File: src/rtl/ins_mem_loader.sv
// Program loader: assembles UART bytes big-endian into instruction words,
// then serves registered instruction fetches from the loaded image.
module ins_mem_loader #(
    parameter int INS_WIDTH = 16,
    parameter int DEPTH     = 16,
    localparam int BYTES    = INS_WIDTH / 8,
    localparam int ADDR_W   = $clog2(DEPTH)
) (
    input  logic                 CLK,
    input  logic                 RST,
    input  logic                 Load_INS_en_in,
    input  logic                 Rx_Valid_in,
    input  logic [7:0]           Rx_Byte_in,
    input  logic [ADDR_W-1:0]    PC_in,
    output logic [INS_WIDTH-1:0] INS_out,
    output logic [ADDR_W:0]      Ins_Count_out,
    output logic                 Ready_out,
    output logic                 Overflow_out
);

    localparam int BC_W = (BYTES > 1) ? $clog2(BYTES) : 1;

    typedef enum logic [1:0] {IDLE, LOAD, READY} state_t;

    state_t                 state_reg;
    logic [BC_W-1:0]        byte_cnt_reg;
    logic [INS_WIDTH-1:0]   asm_reg;
    logic [ADDR_W:0]        count_reg;
    logic                   overflow_reg;
    logic                   ready_reg;
    logic [INS_WIDTH-1:0]   ins_reg;
    logic [INS_WIDTH-1:0]   mem [DEPTH];

    logic                   full;
    logic                   last_byte;
    logic                   mem_we;
    logic                   rd_ok;
    logic [BC_W-1:0]        lane;
    logic [INS_WIDTH-1:0]   assembled;

    assign full      = (count_reg == (ADDR_W+1)'(DEPTH));
    assign last_byte = (byte_cnt_reg == BC_W'(BYTES - 1));
    assign mem_we    = (state_reg == LOAD) && Load_INS_en_in && Rx_Valid_in
                       && !full && last_byte;
    assign lane      = BC_W'(BYTES - 1) - byte_cnt_reg;

    // Reads are gated on the next state so INS_out is already 0 in the
    // first cycle after READY -> LOAD, and stale or unwritten words never leak.
    assign rd_ok = (state_reg == READY) && !Load_INS_en_in
                   && ({1'b0, PC_in} < count_reg);

    always_comb begin
        assembled = asm_reg;
        assembled[{lane, 3'b000} +: 8] = Rx_Byte_in;
    end

    always_ff @(posedge CLK) begin
        if (mem_we) begin
            mem[count_reg[ADDR_W-1:0]] <= assembled;
        end
    end

    always_ff @(posedge CLK or negedge RST) begin
        if (!RST) begin
            state_reg    <= IDLE;
            byte_cnt_reg <= '0;
            asm_reg      <= '0;
            count_reg    <= '0;
            overflow_reg <= 1'b0;
            ready_reg    <= 1'b0;
            ins_reg      <= '0;
        end else begin
            ins_reg <= rd_ok ? mem[PC_in] : '0;
            case (state_reg)
                IDLE, READY: begin
                    if (Load_INS_en_in) begin
                        state_reg    <= LOAD;
                        ready_reg    <= 1'b0;
                        byte_cnt_reg <= '0;
                        asm_reg      <= '0;
                        count_reg    <= '0;
                        overflow_reg <= 1'b0;
                    end
                end
                LOAD: begin
                    if (!Load_INS_en_in) begin
                        // Any partially assembled word is discarded here.
                        state_reg    <= READY;
                        ready_reg    <= 1'b1;
                        byte_cnt_reg <= '0;
                        asm_reg      <= '0;
                    end else if (Rx_Valid_in) begin
                        if (full) begin
                            overflow_reg <= 1'b1;
                        end else if (last_byte) begin
                            count_reg    <= count_reg + 1'b1;
                            byte_cnt_reg <= '0;
                            asm_reg      <= '0;
                        end else begin
                            asm_reg      <= assembled;
                            byte_cnt_reg <= byte_cnt_reg + 1'b1;
                        end
                    end
                end
                default: begin
                    state_reg <= IDLE;
                    ready_reg <= 1'b0;
                end
            endcase
        end
    end

    assign INS_out       = ins_reg;
    assign Ins_Count_out = count_reg;
    assign Ready_out     = ready_reg;
    assign Overflow_out  = overflow_reg;

endmodule

File: config.mk
export PLATFORM = sky130hd
export DESIGN_NAME = ins_mem_loader
export DESIGN_NICKNAME = d
export VERILOG_FILES = /design/src/rtl/ins_mem_loader.sv
export SDC_FILE = /design/constraint.sdc
export NUM_CORES = 1
export LEC_CHECK = 0
export BUFFER_PORTS_ARGS = -buffer_cell sky130_fd_sc_hd__buf_4
export CAP_MARGIN = 20
export CORE_UTILIZATION = 46
export DETAILED_ROUTE_END_ITERATION = 8
export PLACE_DENSITY = 0.62
export SYNTH_ARGS = -nofsm -noshare
export SYNTH_HDL_FRONTEND = slang
export SYNTH_SLANG_ARGS = --single-unit
File: constraint.sdc
create_clock -name CLK -period 4.75 [get_ports CLK]
set_input_delay 0.475 -clock CLK [delete_from_list [all_inputs] [get_ports CLK]]
set_output_delay 0.475 -clock CLK [all_outputs]
set_load 0.1 [all_outputs]
### Yosys cells after proc, flatten, opt, wreduce, memory -nomap -nowiden

Memory sizes are Yosys's and may differ from the RTL's.
Index checks and enable logic that the tools add are counted.

* output and inout bits: 23
* word-level logic and storage cells: 73
* RAM bits: 256
* bits of input ports: 16
* memories: 1
* flip-flop bits (word level): 42

Memories
* mem: depth 16, bits a word 16, rd ports 1, clocked after memory_dff 0, write ports 1, RTL line 32 `logic [INS_WIDTH-1:0] mem [DEPTH];`

* eq/ne operators: 12
* shifts and indexed selects: 2
* magnitude comparators: 1
* add/sub/neg operators: 4
* reductions and logical operators: 15
* mux-type cells: 31

Operators by type and width (number)
* 16-bit two-way mux: 6
* 16-bit case mux with 2 select lines: 1
* 5-bit two-way mux: 5
* 16-bit bitwise mux: 1
* 8-bit by 6-bit variable shift with 16-bit output, first input constant: 1
* 8-bit by 6-bit indexed part select with 16-bit output: 1
* 2-bit inequality test, second input constant: 7
* 1-bit two-way mux: 11
* 5-bit case mux with 2 select lines: 1
* 1-bit logical AND: 6
* 3-bit inequality test, second input constant: 2
* 4-bit negator with 6-bit output: 1
* 1-bit case mux with 2 select lines: 3
* 6-bit AND reduction: 1
* 5-bit by 1-bit adder with 5-bit output, second input constant: 1
* 5-bit == test, second input constant: 1
* 4-bit by 5-bit less-than comparator with 1-bit output: 1
* 5-bit AND reduction: 1
* 2-bit two-way mux: 2
* 2-bit case mux with 2 select lines: 1
* 4-bit AND reduction: 1
* 2-bit by 1-bit == test with 1-bit output, second input constant: 1
* 2-bit == test, second input constant: 1
* 1-bit logical NOT: 2
* 6 further kinds: 6

### Longest topological paths before layout

Gate-level depths: netlist (run 1).

* depth in word-level cells: 9
* gate-level depth with buffers: 7
* depth with buffers taken out: 7

### Worst setup path after synthesis (run 1)

Ideal clock, no wire load.

* path type: register -> register
* from: reg count_reg[1] (netlist: Ins_Count_out[1])
* to: mem mem[3][0] (enable)
* period minus slack after synthesis: 3.706 ns
* stages on the path, launching flop included: 7
* library setup time: 0.409 ns
* arrival: 3.297 ns
* buffers on the path: 0
* data required time: 4.341 ns
* path slack: 1.044 ns
* cell sequence: dfrtp_1 inv_1 ha_1 and4bb_4 nor4_4 nand2_1 nor3_1

* longest elaborated chain between the ends: 6

RTL lines
* start: declaration: RTL line 28 `logic [ADDR_W:0] count_reg;`
* start signal: assignment: RTL line 96 `count_reg <= count_reg + 1'b1;`
* 5-bit == test: RTL line 41 `assign full = (count_reg == (ADDR_W+1)'(DEPTH));`
* 1-bit logical NOT: RTL line 44 `&& !full && last_byte;`
* 1-bit logical AND (2 in series): RTL line 44
* 1-bit two-way mux: RTL line 58 `if (mem_we) begin`
* 1-bit two-way mux (implied by the code): RTL line 59 `mem[count_reg[ADDR_W-1:0]] <= assembled;`
* end: declaration: RTL line 32

Several ways; a longest one is shown, not always the timed one.

### Worst setup path after layout (run 1)

* from: reg byte_cnt_reg
* to: mem mem[7][1] (enable)

* longest elaborated chain between the ends: 3

RTL lines
* start: declaration: RTL line 26 `logic [BC_W-1:0] byte_cnt_reg;`
* start signal: assignment: RTL line 101 `byte_cnt_reg <= byte_cnt_reg + 1'b1;`
* 1-bit logical AND: RTL line 44
* 1-bit two-way mux: RTL line 58
* 1-bit two-way mux (implied by the code): RTL line 59

No other way between the ends.

==> results of run 1 <==
-- critical path: stages, from the launching register on --
cell     delay [ns]
dfrtp_1        0.80
nand2_1        0.31
nor4_4         0.43
nand2_1        0.28
nor2_2         0.82
-- Yosys cell counts (6+ instances only) --
| master | count |
|---|---|
| a22oi_1 | 30 |
| a22o_1 | 9 |
| mux4_2 | 64 |
| clkbuf_1 | 9 |
| dfrtp_1 | 41 |
| edfxtp_1 | 256 |
| nand2_1 | 16 |
| mux2_2 | 17 |
| ha_1 | 7 |
| nor2_1 | 15 |
| buf_2 | 6 |
| a21oi_1 | 23 |
| and2_1 | 9 |
| inv_1 | 7 |
| buf_4 | 8 |
-- layout make-up --
class | instances | share of cell area
Timing Repair Buffer | 49 | 0.0281
Clock inverter | 24 | 0.0182
Inverter | 7 | 0.00199
Tap cell | 324 | 0.0308
Clock buffer | 32 | 0.0592
Sequential cell | 297 | 0.661
Multi-Input combinational cell | 223 | 0.200
-- cell families after synthesis --
kind of cell	synth area share
compound gates	0.0471
fa+ha+maj	0.00763
buf+inv	0.0154
flops	0.759
mux	0.143
simple gates	0.0278
-- layout by cell type (no fill, tap or decap), types with 12 or more instances in the layout --
| cell type | n |
|---|---|
| edfxtp_1 | 256 |
| mux4_2 | 64 |
| buf_4 | 48 |
| dfrtp_1 | 41 |
| clkbuf_16 | 31 |
| a22oi_1 | 30 |
| a21oi_1 | 23 |
| mux2_2 | 17 |
| nand2_1 | 16 |
| nor2_2 | 12 |
-- path summary, 6_finish.rpt --
check                                    startpoint                     end  slack, ns  cells past startpoint
min in group asynchronous                       RST  asm_reg[4]$_DFFE_PN0P_       0.49                      2
max                        byte_cnt_reg$_DFFE_PN0P_     mem[7][1]$_DFFE_PP_       1.72                      4
max reg2reg                byte_cnt_reg$_DFFE_PN0P_     mem[7][1]$_DFFE_PP_       1.72                      4
min                                   Rx_Byte_in[1]  asm_reg[9]$_DFFE_PN0P_       0.18                      2
min reg2reg                  asm_reg[3]$_DFFE_PN0P_  asm_reg[3]$_DFFE_PN0P_       0.49                      1
max in group asynchronous                       RST   INS_out[12]$_DFF_PN0_       3.84                      2
-- what timing repair did --
item | CTS | global route
hold buffers | 1 | 0
setup buffers | 0 | 0
hold endpoints to repair | 41 | 0
endpoints found under the setup margin | 0 | 0
resized for setup | 0 | 0
-- power breakdown --
group / switching (W) / total, W / internal, W
Sequential: 0.0000252 / 0.00292 / 0.00289
Combinational: 0.000248 / 0.000366 / 0.000117
Clock: 0.000974 / 0.00238 / 0.00141
Total: 0.00125 / 0.00566 / 0.00442
-- routing by layer --
metal  vias up  routed length [um]
li1       2387                   -
met1      2884               10400
met2       151               11200
met3        32                1010
met4         0                 410
met5         -                   0
-- per-stage QoR --
stage	hold WS (ns)	power [W]	worst slack, ns
2_1_floorplan	0.179	0.00322	1.04
3_3_place_gp	0.467	0.00333	1.79
3_5_place_dp	0.471	0.00334	1.68
4_1_cts	0.160	0.00571	1.66
5_1_grt	0.164	0.00582	1.41
6_report	0.179	0.00566	1.72
==> impl_metrics.json, run 1 <==
{
  "ir_worst_vdd_mv": 0.272,
  "synthArstFlopShare": 0.138,
  "grt_use_met3": 0.0252,
  "path_max_fanout": 19,
  "route.detailed.drc": 0,
  "worst_pin_slew_ns": 1.03,
  "dr.pass1.iters": 4,
  "grt_usage": 0.187,
  "final_nets": 631,
  "avgSynthCellArea_um2": 20.7,
  "hpwlAfterDp_um": 14400,
  "rows": 57,
  "relSlewSlack": 0.309,
  "routed_wl_um": 23100,
  "dpl_cell_area_mm2": 0.0121,
  "grt_max_degree": 66,
  "critical_path_class": "reg2reg",
  "multiInputGateArea_mm2": 0.00264,
  "finalSetupTns_ns": 0,
  "fmax_mhz": 330,
  "place_congestion": 0.769,
  "cts_sinks": 297,
  "synth_area_mm2": 0.0115,
  "endpoint_kind": "flip-flop",
  "die_x_um": 160,
  "use_met1": 0.274,
  "clk_pin_slew_ns": 0.06,
  "clock-root-buffer": "clkbuf_16",
  "viasPerCell": 5.71,
  "regArea_mm2": 0.00871,
  "area_growth_pct": 14.8,
  "p_leak_nw": 4.46,
  "period_needed_ns": 3.03,
  "largest_register_ffs": 256,
  "grt.busiest_layer": "met2",
  "synth_top_area_frac": 0.670,
  "wl_per_cell_um": 24.1,
  "grt_pass1_wl_um": 35700,
  "num_antenna_cells": 0,
  "final_cell_area_mm2": 0.0132,
  "rsz0062_at_grt": "false",
  "dieArea_mm2": 0.0256,
  "yosysWarnings": 0,
  "fin_worst_skew_ns": 0.0122,
  "cts_tree": "yes",
  "final_hold_viol_count": 0,
  "yosysTopAreaCell": "edfxtp_1",
  "ys_ff_latch": 297,
  "io_pins": 39,
  "layoutNonFillerInstCount": 956,
  "htreeDepth": 1,
  "fin_util": 0.540,
  "core_area_mm2": 0.0244,
  "ant_nets": 0,
  "netlist_instances": 555,
  "dp.cells": 898,
  "arrival_ns": 3.19,
  "start_kind": "flip-flop",
  "critPathRequiredTime_ns": 4.91,
  "drt_iter0_drc": 383,
  "synth-edff-count": 256,
  "start_util": 0.471,
  "hold_class": "in2reg",
  "cts_buffer_depth": 3,
  "clkLatencyLatePin_ns": 0.54,
  "drive_gt1_frac": 0.321,
  "synth.distinct_cells": 38,
  "mappedNetlistNets": 578,
  "ys.flop_type": "edfxtp_1",
  "slew_viol_final": 0,
  "max-cap-violations": 0,
  "post-route-period-util": 0.637,
  "status": "completed",
  "powerDensity_mw_per_mm2": 430,
  "antenna_found_initial": 0,
  "cts_made_buffers": 30,
  "grt_overflow": 0,
  "grt_pass1_vias": 5814,
  "ys_seq_area_frac": 0.759,
  "io_buffers": 38,
  "synthTopCellsByArea": "edfxtp_1 (67%), mux4_2 (13%), dfrtp_1 (8.9%)",
  "vias": 5454,
  "grt_use_met2": 0.304,
  "setup_viol": 0,
  "filler_cell_count": 1886,
  "die_h_um": 160
}
Power figures use the tool's default switching activity.
==> run 2, diff against run 1 <==
==> constraint.sdc (replaced) <==
create_clock -name CLK -period 3.2 [get_ports CLK]
set_input_delay 0.32 -clock CLK [delete_from_list [all_inputs] [get_ports CLK]]
set_output_delay 0.32 -clock CLK [all_outputs]
set_load 0.1 [all_outputs]
==> run 2 against run 1 <==
- worst hold slack got worse by 0.16 ns
- critical path depth rose by 3
- via count rose by 2.2%
- largest power group unchanged
==> impl_metrics.json, run 2 (synthesis gave the netlist of run 1 again) <==
{
  "routed_wl_um": 25200,
  "grt_pass1_vias": 5714,
  "grt_overflow": 0,
  "critPathRequiredTime_ns": 3.41,
  "clock-root-buffer": "clkbuf_16",
  "hold_path_depth": 2,
  "htreeDepth": 1,
  "worstHoldStart": "Rx_Byte_in[0]",
  "final_hold_viol_count": 0,
  "start_util": 0.471,
  "crit_start": "Ins_Count_out[0]$_DFFE_PN0P_",
  "worst_pin_slew_ns": 0.722,
  "critical_path_class": "reg2reg",
  "grt_usage": 0.204,
  "largest_register_ffs": 256,
  "p_sw_w": 0.00179,
  "cts_tree": "yes",
  "cp_slowest_cell": "dfrtp_2",
  "clkPwrFrac": 0.398,
  "sw_frac_of_total": 0.219,
  "dr.pass1.iters": 5,
  "crit_family": "simple AND/OR/NAND/NOR gates",
  "ir_worst_vdd_mv": 0.429,
  "drt_iter0_drc": 535,
  "cp_cell_sequence": "inv_1 > ha_1 > and4bb_4 > nor4_4 > nand2_1 > nor3_2 > buf_4",
  "endpoint_kind": "flip-flop",
  "die_x_um": 160,
  "powerDensity_mw_per_mm2": 618,
  "num_antenna_cells": 0,
  "grt_use_met3": 0.0234,
  "fin_worst_skew_ns": 0.0167,
  "final_cell_mix": "edfxtp_1 (256), mux4_2 (64), buf_4 (62)",
  "grt_pass1_wl_um": 37500,
  "start_kind": "flip-flop",
  "setup_viol": 0,
  "viasPerCell": 5.75,
  "hold_class": "in2reg",
  "use_met1": 0.305,
  "rows": 57,
  "grt_use_met2": 0.317,
  "post-route-period-util": 0.763,
  "cts_sinks": 297,
  "vias": 5575,
  "power_frac_seq": 0.528,
  "route.detailed.drc": 0,
  "p_leak_nw": 4.51,
  "finalSetupTns_ns": 0,
  "max-cap-violations": 0,
  "fmax_mhz": 409,
  "mostFrequentLayoutCell": "edfxtp_1",
  "cts_buffer_depth": 3,
  "critPathMaxStageDelay_ns": 0.43,
  "antenna_found_initial": 0,
  "io_pins": 39,
  "p_comb_frac": 0.074,
  "final_nets": 647,
  "dieArea_mm2": 0.0256,
  "die_h_um": 160,
  "arrival_ns": 2.65,
  "slew_viol_final": 0,
  "cts_made_buffers": 29,
  "clk_pin_slew_ns": 0.06,
  "place_congestion": 0.804,
  "drive_gt1_frac": 0.322,
  "grt_max_degree": 45,
  "hpwlAfterDp_um": 16100,
  "rsz0062_at_grt": "false",
  "clkLatencyLatePin_ns": 0.54,
  "path_buf_inv": 2,
  "cp.depth": 7,
  "status": "completed",
  "finalHoldWorstSlack_ns": 0.0223,
  "area_growth_pct": 15.2,
  "r2r-start": "Ins_Count_out[0]$_DFFE_PN0P_",
  "ant_nets": 0,
  "grt.busiest_layer": "met2",
  "r2r_cells": 7,
  "ctsResizeCount": 0,
  "intPower_w": 0.00639,
  "core_area_mm2": 0.0244,
  "relSlewSlack": 0.518,
  "period_needed_ns": 2.44,
  "path_max_fanout": 16,
  "io_buffers": 38,
  "wl_per_cell_um": 25.9
}
[run 2: cell types whose count changed in the layout (fill, tap and decap cells not counted), moves of 3 or more]
| cell | change |
|---|---|
| buf_4 | +14 |
| clkinvlp_4 | -6 |
| clkinv_1 | +3 |
| clkinv_2 | -7 |
| clkbuf_1 | +8 |
| clkbuf_8 | +4 |
[run 2: through the flow]
stage	utilization	worst slack [ns]	instances	power, W	area, um^2
CTS	0.542	0.757	970	0.00824	13200
detailed placement	0.504	0.763	916	0.00501	12300
global route	0.542	0.587	970	0.00843	13200
global placement	0.504	0.848	915	0.00499	12300
finish	0.542	0.758	970	0.00818	13200
floorplan	-	0.117	555	0.00478	11500
[run 2: timing repair]
| action | CTS | global route |
|---|---|---|
| buffers inserted | 0 | 0 |
| hold buffers | 1 | 0 |
| endpoints found under the hold margin | 41 | 0 |
[run 2: path summary, 6_finish.rpt]
kind | to | slack [ns]
hold reg to reg | asm_reg[4]$_DFFE_PN0P_ | 0.48
hold / removal | asm_reg[8]$_DFFE_PN0P_ | 0.02
max in group asynchronous | Ins_Count_out[1]$_DFFE_PN0P_ | 2.44
setup reg to reg | mem[1][2]$_DFFE_PP_ | 0.76
min in group asynchronous | asm_reg[15]$_DFFE_PN0P_ | 0.32
setup / recovery | mem[1][2]$_DFFE_PP_ | 0.76
[run 2: layout make-up]
type                       instances  area, um^2
inverter                           7        26.3
clock inverter                    11         100
sequential                       297        8720
clock buffer                      42         815
tap                              324         405
multi-input combinational        223        2640
fill                            1897       11200
timing repair buffer              66         527
[run 2: power by group through the flow]
stage	Clock [W]	Sequential [W]	Combinational, W
finish	0.00326	0.00432	0.000602
global route	0.00347	0.00432	0.000643
CTS	0.00331	0.00432	0.000611
detailed placement	0	0.00440	0.000608
global placement	0	0.00440	0.000594
floorplan	0	0.00446	0.000317
[run 2: routing by layer]
layer	up-vias	part of all wire
met5	-	0
met2	195	0.48
met4	0	0.025
met1	2930	0.44
met3	30	0.056
li1	2420	-
==> run 3, diff against run 2 <==
--- a/config.mk
+++ b/config.mk
@@ -5,6 +5,7 @@
 export SDC_FILE = /design/constraint.sdc
 export NUM_CORES = 1
 export LEC_CHECK = 0
+export ABC_AREA = 1
 export BUFFER_PORTS_ARGS = -buffer_cell sky130_fd_sc_hd__buf_4
 export CAP_MARGIN = 20
 export CORE_UTILIZATION = 46
==> constraint.sdc (replaced) <==
create_clock -name CLK -period 2.3 [get_ports CLK]
set_input_delay 0.23 -clock CLK [delete_from_list [all_inputs] [get_ports CLK]]
set_output_delay 0.23 -clock CLK [all_outputs]
set_load 0.1 [all_outputs]
==> run 3 against run 2 <==
- combinational power grew 100%
- via count rose by 47%
- register-to-register slack got worse by 0.46 ns
==> impl_metrics.json, run 3 <==
{
  "antenna_found_initial": 0,
  "core_area_mm2": 0.0260,
  "mostFrequentLayoutCell": "nand2_1",
  "ctsResizeCount": 0,
  "htreeDepth": 1,
  "drt_iter0_drc": 839,
  "grt_usage": 0.240,
  "synth-edff-count": 256,
  "ys.flop_type": "edfxtp_1",
  "routed_wl_um": 31700,
  "worst_pin_slew_ns": 0.754,
  "largest_register_ffs": 256,
  "rows": 59,
  "yosysWarnings": 0,
  "arrival_ns": 2.24,
  "area_growth_pct": 17.3,
  "grt_overflow": 0,
  "vias": 8213,
  "io_pins": 39,
  "dpl_worst_slack_ns": 0.317,
  "ys_seq_area_frac": 0.716,
  "max-cap-violations": 0,
  "cp_cell_sequence": "inv_2 > nand2_2 > a21boi_4 > nand4_4 > buf_12 > nor3_4 > buf_4",
  "avgSynthCellArea_um2": 11.4,
  "clk_pin_slew_ns": 0.06,
  "path_buf_inv": 3,
  "drive_gt1_frac": 0.146,
  "ys_ff_latch": 297,
  "post-route-period-util": 0.869,
  "p_leak_nw": 5.55,
  "dieArea_mm2": 0.0271,
  "rsz0062_at_grt": "false",
  "ir_worst_vdd_mv": 0.640,
  "period_needed_ns": 2.00,
  "netlist_instances": 1066,
  "powerDensity_mw_per_mm2": 842,
  "final_nets": 1158,
  "yosysTopAreaCell": "edfxtp_1",
  "multiInputGateArea_mm2": 0.00320,
  "ant_nets": 0,
  "fmax_mhz": 500,
  "status": "completed",
  "cts_made_buffers": 31,
  "synth_top_area_frac": 0.632,
  "total_power_w": 0.0120,
  "start_kind": "flip-flop",
  "synthArstFlopShare": 0.138,
  "cts_tree": "yes",
  "grt_pass1_vias": 7703,
  "synth.most_common_cell": "nand2_1",
  "postCtsSetupBuffers": 0,
  "mappedNetlistNets": 1089,
  "critPathMaxStageDelay_ns": 0.44,
  "endpoint_kind": "flip-flop",
  "route.detailed.drc": 0,
  "finalSetupTns_ns": 0,
  "critical_path_class": "reg2reg",
  "die_h_um": 165,
  "wl_per_cell_um": 21.2,
  "final_cell_area_mm2": 0.0143,
  "dr.pass1.iters": 5,
  "fin_worst_skew_ns": 0.0236,
  "die_x_um": 165,
  "crit_family": "buffers and inverters",
  "critPathRequiredTime_ns": 2.54,
  "relSlewSlack": 0.496,
  "fin_ws_ns": 0.301,
  "path_max_fanout": 16,
  "io_buffers": 38,
  "synth.distinct_cells": 28,
  "dpl_cell_area_mm2": 0.0132,
  "synth_area_mm2": 0.0122,
  "regArea_mm2": 0.00873,
  "finalHoldWorstSlack_ns": 0.0533,
  "grt_max_degree": 130,
  "clock-root-buffer": "clkbuf_16",
  "viasPerCell": 5.50,
  "synthTopCellsByArea": "edfxtp_1 (63%), nand2_1 (11%), dfrtp_1 (8.4%)",
  "clkLatencyLatePin_ns": 0.56,
  "slew_viol_final": 0,
  "setup_viol": 0,
  "hpwlAfterDp_um": 19300,
  "start_util": 0.468,
  "cts_buffer_depth": 3,
  "final_hold_viol_count": 0,
  "place_congestion": 0.803,
  "hold_class": "in2reg",
  "synthTopCellsByCount": "nand2_1 (355), edfxtp_1 (256), nand3_1 (182), dfrtp_1 (41), a21oi_1 (40)",
  "cp_slowest_cell": "dfrtp_1",
  "filler_cell_count": 2214,
  "cts_sinks": 297,
  "num_antenna_cells": 0,
  "grt_pass1_wl_um": 47500,
  "final_cell_mix": "nand2_1 (354), edfxtp_1 (256), nand3_1 (182)"
}
run 3: cell types whose count changed after synthesis, moves of 19 or more:
cell and change:
nand3_1 +182, inv_1 +31, buf_2 +19, a22oi_1 -30, nand2_1 +339, mux4_2 -64
run 3: cell families (layout without fill, tap and decap cells):
kind of cell,after synthesis,after routing,share of synthesized area
flops,297,297,0.716
buf+inv,101,194,0.0359
simple gates,585,585,0.207
compound gates,76,76,0.0340
fa+ha+maj,7,7,0.00720
run 3: timing repair:
| item | in CTS | in global routing |
|---|---|---|
| hold buffers | 10 | 0 |
| hold endpoints to repair | 50 | 0 |
| endpoints found under the setup margin | 0 | 0 |
run 3: worst reg2reg max path: stages, from the launching register on:
cell      delay (ns)
dfrtp_1         0.44
inv_2           0.11
nand2_2         0.09
a21boi_4        0.26
nand4_4         0.13
buf_12          0.20
nor3_4          0.18
buf_4           0.26
run 3: per-stage QoR:
stage | cells | util
3_5_place_dp | 1427 | 0.508
2_1_floorplan | 1066 | -
5_1_grt | 1494 | 0.549
6_report | 1494 | 0.549
3_3_place_gp | 1427 | 0.508
4_1_cts | 1494 | 0.549
run 3: final cells by class:
class / instances / area share
Clock buffer: 39 / 0.0578
Clock inverter: 18 / 0.00990
Inverter: 43 / 0.0114
Multi-Input combinational cell: 668 / 0.224
Sequential cell: 297 / 0.612
Tap cell: 335 / 0.0294
Timing Repair Buffer: 94 / 0.0556
run 3: worst paths after layout:
| check | from | endpoint | slack [ns] | cells past startpoint |
|---|---|---|---|---|
| worst min-delay path | Load_INS_en_in | state_reg[1]$_DFFE_PN0P_ | 0.05 | 4 |
| worst max register to register | state_reg[0]$_DFFE_PN0P_ | mem[3][5]$_DFFE_PP_ | 0.30 | 7 |
| max in group asynchronous | RST | Ins_Count_out[3]$_DFFE_PN0P_ | 1.55 | 2 |
| min in group asynchronous | RST | INS_out[13]$_DFF_PN0_ | 0.20 | 2 |
| worst min register to register | asm_reg[0]$_DFFE_PN0P_ | asm_reg[0]$_DFFE_PN0P_ | 0.49 | 2 |
| worst max-delay path | state_reg[0]$_DFFE_PN0P_ | mem[3][5]$_DFFE_PP_ | 0.30 | 7 |
run 3: metal layers:
metal / wire length (um) / up-vias / GRT usage
li1: - / 3842 / -
met1: 13500 / 4016 / 0.343
met5: 0 / - / 0
met2: 15200 / 307 / 0.383
met4: 800 / 0 / 0.0688
met3: 2250 / 48 / 0.0359
run 3: report_power, final:
part | total [W] | switching (W) | leakage (nW) | internal (W)
combinational | 0.00122 | 0.000936 | 2.18 | 0.000283
sequential | 0.00605 | 0.0000486 | 2.89 | 0.00600
clock | 0.00475 | 0.00200 | 0.473 | 0.00275
